$ cat src/rtl/s_term_uio_bot_serdes.sv
// s_term_uio_bot_serdes: serialises UIO_BOT_FIN onto LANES framed pad pins and
// deserialises the inbound lanes back into UIO_BOT_FOUT for the south-terminal switch matrix.
module s_term_uio_bot_serdes #(
    parameter int WIDTH = 20,
    parameter int LANES = 4,
    parameter int SYNC  = 2
) (
    input  logic             UserCLK,
    input  logic             rst_n,
    input  logic             enable,
    input  logic [WIDTH-1:0] UIO_BOT_FIN,
    output logic [WIDTH-1:0] UIO_BOT_FOUT,
    output logic [LANES-1:0] tx_data,
    output logic             tx_frame,
    output logic             tx_oe,
    input  logic [LANES-1:0] rx_data,
    input  logic             rx_frame,
    output logic             rx_valid,
    output logic             rx_locked,
    output logic [7:0]       err_count
);
    localparam int BEATS = (WIDTH + LANES - 1) / LANES;
    localparam int PW    = BEATS * LANES;
    localparam int BW    = (BEATS > 1) ? $clog2(BEATS) : 1;
    localparam logic [BW-1:0] LAST = BW'(BEATS - 1);

    typedef enum logic {TX_IDLE, TX_RUN} tx_state_t;
    typedef enum logic {RX_HUNT, RX_LOCK} rx_state_t;

    tx_state_t        tx_state, tx_state_nxt;
    logic [BW-1:0]    tx_beat, tx_beat_nxt;
    logic [PW-1:0]    shadow, shadow_nxt, fin_pad;
    logic [LANES-1:0] tx_data_nxt;
    logic             tx_frame_nxt;

    assign fin_pad = PW'(UIO_BOT_FIN);
    assign tx_oe   = (tx_state == TX_RUN);

    always_ff @(posedge UserCLK or negedge rst_n) begin
        if (!rst_n) begin
            tx_state <= TX_IDLE;
            tx_beat  <= '0;
            shadow   <= '0;
            tx_data  <= '0;
            tx_frame <= 1'b0;
        end else begin
            tx_state <= tx_state_nxt;
            tx_beat  <= tx_beat_nxt;
            shadow   <= shadow_nxt;
            tx_data  <= tx_data_nxt;
            tx_frame <= tx_frame_nxt;
        end
    end

    // Dropping enable at any beat abandons the frame; outputs fall to 0 on that edge.
    always_comb begin
        tx_state_nxt = TX_IDLE;
        tx_beat_nxt  = '0;
        shadow_nxt   = shadow;
        tx_data_nxt  = '0;
        tx_frame_nxt = 1'b0;
        if (enable) begin
            tx_state_nxt = TX_RUN;
            if (tx_state == TX_IDLE || tx_beat == LAST) begin
                shadow_nxt   = fin_pad;
                tx_frame_nxt = 1'b1;
                tx_data_nxt  = fin_pad[LANES-1:0];
            end else begin
                tx_beat_nxt = tx_beat + 1'b1;
                tx_data_nxt = shadow[int'(tx_beat_nxt) * LANES +: LANES];
            end
        end
    end

    logic [LANES:0]   sync_q [SYNC];
    logic             s_frame;
    logic [LANES-1:0] s_data;

    // Marker and lanes share one synchroniser chain so they stay cycle-aligned.
    always_ff @(posedge UserCLK or negedge rst_n) begin
        if (!rst_n) begin
            for (int i = 0; i < SYNC; i++) sync_q[i] <= '0;
        end else begin
            sync_q[0] <= {rx_frame, rx_data};
            for (int i = 1; i < SYNC; i++) sync_q[i] <= sync_q[i-1];
        end
    end

    assign s_frame = sync_q[SYNC-1][LANES];
    assign s_data  = sync_q[SYNC-1][LANES-1:0];

    rx_state_t        rx_state, rx_state_nxt;
    logic [BW-1:0]    rx_beat, rx_beat_nxt, idx;
    logic [PW-1:0]    asm_q, asm_nxt;
    logic [WIDTH-1:0] fout_nxt;
    logic             valid_nxt, err;
    logic [7:0]       err_nxt;

    assign rx_locked = (rx_state == RX_LOCK);

    always_ff @(posedge UserCLK or negedge rst_n) begin
        if (!rst_n) begin
            rx_state     <= RX_HUNT;
            rx_beat      <= '0;
            asm_q        <= '0;
            UIO_BOT_FOUT <= '0;
            rx_valid     <= 1'b0;
            err_count    <= '0;
        end else begin
            rx_state     <= rx_state_nxt;
            rx_beat      <= rx_beat_nxt;
            asm_q        <= asm_nxt;
            UIO_BOT_FOUT <= fout_nxt;
            rx_valid     <= valid_nxt;
            err_count    <= err_nxt;
        end
    end

    // A marker always restarts the word at beat 0; a missing marker at beat 0 drops lock.
    always_comb begin
        rx_state_nxt = rx_state;
        rx_beat_nxt  = rx_beat;
        asm_nxt      = asm_q;
        fout_nxt     = UIO_BOT_FOUT;
        valid_nxt    = 1'b0;
        err          = (rx_state == RX_LOCK) && (s_frame != (rx_beat == '0));
        idx          = s_frame ? '0 : rx_beat;
        err_nxt      = (err && err_count != 8'hFF) ? err_count + 8'd1 : err_count;
        if (err && !s_frame) begin
            rx_state_nxt = RX_HUNT;
            rx_beat_nxt  = '0;
        end else if (rx_state == RX_LOCK || s_frame) begin
            rx_state_nxt = RX_LOCK;
            asm_nxt[int'(idx) * LANES +: LANES] = s_data;
            if (idx == LAST) begin
                rx_beat_nxt = '0;
                fout_nxt    = asm_nxt[WIDTH-1:0];
                valid_nxt   = 1'b1;
            end else begin
                rx_beat_nxt = idx + 1'b1;
            end
        end
    end
endmodule

$ cat config.mk
export PLATFORM = sky130hd
export DESIGN_NAME = s_term_uio_bot_serdes
export DESIGN_NICKNAME = d
export VERILOG_FILES = /design/src/rtl/s_term_uio_bot_serdes.sv
export SDC_FILE = /design/constraint.sdc
export NUM_CORES = 1
export LEC_CHECK = 0
export BUFFER_PORTS_ARGS = -buffer_cell sky130_fd_sc_hd__buf_2
export CAP_MARGIN = 20
export CORE_MARGIN = 8
export CORE_UTILIZATION = 35
export DETAILED_ROUTE_END_ITERATION = 16
export SYNTH_ARGS = -nofsm -noshare
export SYNTH_HDL_FRONTEND = slang
export SYNTH_SLANG_ARGS = --single-unit
$ cat constraint.sdc
create_clock -name UserCLK -period 6.21 [get_ports UserCLK]
set_input_delay 0.3105 -clock UserCLK [delete_from_list [all_inputs] [get_ports UserCLK]]
set_output_delay 0.3105 -clock UserCLK [all_outputs]
set_load 0.01 [all_outputs]
# == Yosys cells after proc, flatten, opt, wreduce, memory -nomap -nowiden ==
# Index checks and enable logic that the tools add are counted.
# totals
register_bits,92
in_bits,28
output_inout_bits,36
elab_cells,54
# classes
addsub,4
n_eq_ne,4
shift,3
muxes,17
bitwise,2
n_reduce_logical,11
# ops
cell,count
$neg A5 Y33,1
$shift A4 B33 Y20 const A,1
$shiftx A4 B33 Y20,1
$bwmux W20,1
$shiftx A20 B6 Y4,1
$mux W3,6
$add A8 B1 Y8 const B,1
$mux W1,8
$mux W4,2
$ne A8 B8 Y1 const B,1
$add A3 B1 Y3 const B,2
$eq A3 B3 Y1 const B,2
$reduce_and A2 Y1,2
$logic_and A1 B1 Y1,3
$logic_not A3 Y1,1
$reduce_and A3 Y1,1
$logic_or A1 B1 Y1,2
$not A1 Y1,2
$reduce_bool A2 Y1,1
$logic_not A1 Y1,1
$ne A1 B1 Y1,1

# == Longest topological paths before layout ==
# logic_depth
ltp_word,6
depth_mapped,10
mapped_depth_nobuf,8

# == Least setup slack after synthesis ==
# OpenSTA, ideal clock, no wires.
# synth_timing
path_kind,register -> register
start,"reg sync_q, in the netlist s_frame"
end,reg asm_q[16]
setup_time_ns,0.128
t_arrival_ns,2.510
t_required_ns,6.082
path_slack_ns,3.572
stages_incl_launch_ff,11
path_buffers,2
period_less_slack_ns,2.638
path_cell_list,dfrtp_1 -> nor2b_1 -> buf_2 -> inv_1 -> ha_1 -> ha_1 -> nor2b_1 -> nand3b_2 -> or2_1 -> clkbuf_1 -> mux2_1
# synth_via
elab_chain_cells,5
word_cells_on_any_way,12
cone_classes,add/sub: 1; eq/ne: 1; shift: 2; mux: 2; bitwise: 1; reduce/logical: 5
# synth_rtl
item,line,source
from (decl),75,logic [LANES:0] sync_q [SYNC];
branches (longest 5 deep; another with $neg A5 Y33),--,
to (signal assigned),112,asm_q <= asm_nxt;
to (decl),94,"logic [PW-1:0] asm_q, asm_nxt;"
# Several ways; the timed one is not identified.
# A chain may end at the register's enable or synchronous reset.

# == Worst setup path after layout ==
# Ends and elaborated chain as after synthesis.

==> impl_results.html <==
<table>
<tr><th>Metric</th><th>Value</th></tr>
<tr><th colspan="2">Power and ir drop</th></tr>
<tr><td>Worst VDD drop</td><td>0.1743 mV</td></tr>
<tr><td>LEAKAGE</td><td>2.356 nW</td></tr>
<tr><td>Power density normalized to cell area</td><td>414.8 nW/um^2</td></tr>
<tr><th colspan="2">Setup path</th></tr>
<tr><td>Depth of the worst register-to-register path</td><td>8</td></tr>
<tr><td>Largest fanout on the critical path</td><td>11</td></tr>
<tr><td>CP Capture Type</td><td>flip-flop</td></tr>
<tr><td>Launching element type of the critical path</td><td>flip-flop</td></tr>
<tr><td>WS Path Type</td><td>reg -&gt; reg</td></tr>
<tr><td>Worst EP required</td><td>6430 ps</td></tr>
<tr><td>Worst EP arrival</td><td>3410 ps</td></tr>
<tr><td>Reg-to-reg setup timing slack</td><td>3010 ps</td></tr>
<tr><th colspan="2">Place</th></tr>
<tr><td>HPWL after detailed placement</td><td>6046 um</td></tr>
<tr><td>Placed insts</td><td>547</td></tr>
<tr><td>Number of buffers added on ports</td><td>63</td></tr>
<tr><td>Placer congestion estimate</td><td>0.8106</td></tr>
<tr><th colspan="2">Die</th></tr>
<tr><td>Total core area</td><td>11270 um^2</td></tr>
<tr><td>Total I/O pin count</td><td>64</td></tr>
<tr><td>Die width</td><td>122.8 um</td></tr>
<tr><td>Total die area</td><td>15070 um^2</td></tr>
<tr><td>Initial Utilization</td><td>0.3540</td></tr>
<tr><td>Die height</td><td>122.8 um</td></tr>
<tr><td>Placement Rows</td><td>39</td></tr>
<tr><th colspan="2">Finish</th></tr>
<tr><td>Final non-filler cell total</td><td>564</td></tr>
<tr><td>Ratio of cells with drive above 1 in the final layout</td><td>0.2565</td></tr>
<tr><td>Area added between synthesis and finish</td><td>19.60%</td></tr>
<tr><td>Final net count</td><td>453</td></tr>
<tr><td>Final antenna diode count</td><td>0</td></tr>
<tr><td>Area used by sequential logic in the layout</td><td>2302 um^2</td></tr>
<tr><td>Footprint of the multi-input gates</td><td>1556 um^2</td></tr>
<tr><td>Total of fill cells in the finished design</td><td>1102</td></tr>
<tr><th colspan="2">Clock tree</th></tr>
<tr><td>TritonCTS clock tree</td><td>built</td></tr>
<tr><td>Longest Clk Path Bufs</td><td>2</td></tr>
<tr><td>Clk sink count</td><td>92</td></tr>
<tr><td>Clock edge transition at the registers on the reported setup and hold paths</td><td>60 ps</td></tr>
<tr><td>Hold buffer count at cts</td><td>1</td></tr>
<tr><td>Maximum level of the CTS H-tree</td><td>3</td></tr>
<tr><td>Root Driver</td><td>clkbuf_16</td></tr>
<tr><td>Post-CTS setup buffers</td><td>0</td></tr>
<tr><td>Clock insertion delay at the later pin of the skew report</td><td>330 ps</td></tr>
<tr><td>CTS-repair resized insts</td><td>0</td></tr>
<tr><td>Number of buffers inserted during clock tree synthesis</td><td>9</td></tr>
<tr><th colspan="2">STA</th></tr>
<tr><td>Max Fclk</td><td>312.9 MHz</td></tr>
<tr><td>Final setup violation count</td><td>0</td></tr>
<tr><td>Max-slew violations</td><td>0</td></tr>
<tr><td>RSZ-0062 raised after global routing</td><td>false</td></tr>
<tr><td>Clock period minus final worst setup slack</td><td>3196 ps</td></tr>
<tr><td>Worst clock skew on the final layout</td><td>3.674 ps</td></tr>
<tr><td>Worst Tran Pin Value</td><td>637.3 ps</td></tr>
<tr><td>Worst slew margin</td><td>0.5742</td></tr>
<tr><td>Final period util</td><td>0.5146</td></tr>
<tr><td>Worst Hold Margin</td><td>81.12 ps</td></tr>
<tr><td>Hold violation count in the final report</td><td>0</td></tr>
<tr><td>Setup TNS Final</td><td>0 ps</td></tr>
<tr><th colspan="2">Outcome</th></tr>
<tr><td>Status</td><td>finished clean</td></tr>
<tr><th colspan="2">Detailed routing</th></tr>
<tr><td>Number of remaining DRC errors</td><td>0</td></tr>
<tr><td>Post-DRT Antenna Nets</td><td>0</td></tr>
<tr><td>Detailed-route via count</td><td>2742</td></tr>
<tr><td>Via density</td><td>4.862</td></tr>
<tr><td>Drt initial violations</td><td>93</td></tr>
<tr><td>Aggregate routed wire length</td><td>8296 um</td></tr>
<tr><td>Final routed wire length divided by cell count</td><td>14.71 um</td></tr>
<tr><td>Number of optimization iterations in the first detailed-route pass</td><td>4</td></tr>
<tr><th colspan="2">GRT</th></tr>
<tr><td>Global router's overall resource usage</td><td>0.1153</td></tr>
<tr><td>Grt total ovfl</td><td>0</td></tr>
<tr><td>Number of antenna violations at the first check in global routing</td><td>0</td></tr>
<tr><td>Global-route wire length before repair</td><td>13850 um</td></tr>
<tr><td>Number of global-route vias before repair</td><td>2897</td></tr>
<tr><td>Maximum number of pins on one net before global-route repair</td><td>87</td></tr>
<tr><th colspan="2">Synthesis</th></tr>
<tr><td>Number of instances in the synthesized netlist</td><td>355</td></tr>
<tr><td>Register bit total from synthesis</td><td>92</td></tr>
<tr><td>Cell variety after synth</td><td>44</td></tr>
<tr><td>Synth Area per Inst</td><td>11.24 um^2</td></tr>
<tr><td>Share of the synthesized area in compound gates (AO/OA/AOI/OAI)</td><td>0.06993</td></tr>
<tr><td>Share of synthesized cell area in full adder, half adder and majority cells</td><td>0.02509</td></tr>
<tr><td>Most frequent cell after synthesis</td><td>dfrtp_1</td></tr>
<tr><td>Synthesized-area fraction occupied by xor and xnor cells</td><td>0.01098</td></tr>
<tr><td>Most area-consuming cells after synthesis</td><td>dfrtp_1 (58%), nand2_1 (5.7%), mux2i_1 (4.5%)</td></tr>
<tr><td>Cell taking the most area after synthesis</td><td>dfrtp_1</td></tr>
<tr><td>Portion of netlist area occupied by mux cells</td><td>0.1298</td></tr>
<tr><td>Mapped cell area</td><td>3990 um^2</td></tr>
<tr><td>Syn_nets</td><td>391</td></tr>
<tr><td>Most used standard cells in the synthesized netlist</td><td>dfrtp_1 (92), nand2_1 (61), nor2_1 (23)</td></tr>
<tr><td>Post-synth ARST share</td><td>1.000</td></tr>
<tr><td>Main combinational cell family by area after synthesis</td><td>simple AND/OR/NAND/NOR gates</td></tr>
<tr><td>Sequential cell area fraction in the yosys report</td><td>0.5770</td></tr>
<tr><td>Predominant post-synthesis flop cell</td><td>dfrtp_1</td></tr>
<tr><td>Fraction of synthesized cell area taken by the top area cell type</td><td>0.5770</td></tr>
<tr><td>Post-synth EDFFs</td><td>0</td></tr>
<tr><td>Synth Area in Simple Gates</td><td>0.1537</td></tr>
<tr><td>Synthesis warning total</td><td>0</td></tr>
<tr><th colspan="2">Min path</th></tr>
<tr><td>Hold crit path type</td><td>in -&gt; reg</td></tr>
<tr><td>Number of cells on the worst hold path</td><td>1</td></tr>
<tr><th colspan="2">Job</th></tr>
<tr><td>Max-cap viol count</td><td>0</td></tr>
</table>
[layout make-up]
class                   count  share of cell area
clock buffers              11             0.05087
clock inverters             4             0.01049
inverters                  19             0.01494
multi-input cells         228              0.3262
flip-flops and latches     92              0.4824
well taps                 143             0.03749
repair buffers             67             0.07761
[flip-flops by register name (all words and copies together), names as in the netlist, 3 cells and up]
name / flops
rx_beat: 3
s_data: 4
err_count: 8
tx_data: 4
shadow: 20
UIO_BOT_FOUT: 20
tx_beat: 3
asm_q: 20
sync_q: 5
[layout by cell type (no fill, tap or decap), types with 2 or more instances in the layout]
master      count
ha_1            8
inv_1          17
o31a_1          2
mux4_2          4
dfrtp_1        92
or2_1           2
nand3b_1        2
nand2b_1        4
o221ai_1        4
and2_1          2
buf_4           3
nand3_1         7
a31oi_1         3
a21oi_1        19
mux2i_1        18
nor2_1         22
mux2_2         13
nand2_1        61
and4_1          3
nor3b_1         5
o22ai_1         2
o21ai_0        10
inv_2           2
nor3_1          5
xor2_1          4
nor2b_1         2
buf_2          62
clkinvlp_4      2
mux2_1          9
clkbuf_16       9
[final timing paths]
kind	from	endpoint
worst min-delay path	rx_frame	sync_q[9]
max in group asynchronous	rst_n	UIO_BOT_FOUT[9]
worst min register to register	sync_q[5]	s_data[0]
worst max register to register	s_frame	asm_q[16]
min in group asynchronous	rst_n	err_count[3]
worst max-delay path	s_frame	asm_q[16]
[cells by family (layout without fill, tap and decap cells)]
family / after synthesis / after routing
AOI/OAI and AO/OA: 44 / 44
xor gates and xnor gates: 5 / 5
adders and majority gates: 8 / 8
buffers and inverters: 35 / 101
DFF: 92 / 92
muxes: 44 / 44
and+or+nand+nor: 127 / 127
[where the power goes]
group	internal, mW	switching (mW)	total, mW
Combinational	0.258	0.301	0.559
Sequential	0.767	0.113	0.880
Clock	0.320	0.220	0.540
[worst max-delay path, cell delays in order (launching register included)]
cell	delay, ps
dfrtp_1	460
nor2b_1	540
inv_1	240
ha_1	300
ha_1	430
nor2b_1	260
nand3b_2	190
or2_1	320
mux2_1	330
[routing by layer]
metal,vias up,wire length [um],GRT usage
met1,1348,3720,0.1416
met3,8,484,0.03818
li1,1329,-,-
met5,-,0,0
met4,0,88,0.03656
met2,57,4002,0.1879
[per-stage QoR]
stage | cell area (um^2) | setup WS (ps) | power, mW | util
2_1_floorplan | 3990 | 3572 | 1.250 | -
3_3_place_gp | 4442 | 3203 | 1.441 | 0.3941
3_5_place_dp | 4442 | 3057 | 1.462 | 0.3941
4_1_cts | 4745 | 3034 | 2.006 | 0.4209
5_1_grt | 4772 | 2755 | 2.113 | 0.4234
6_report | 4772 | 3014 | 1.980 | 0.4234
No activity file was read; power rests on OpenSTA's default activity.
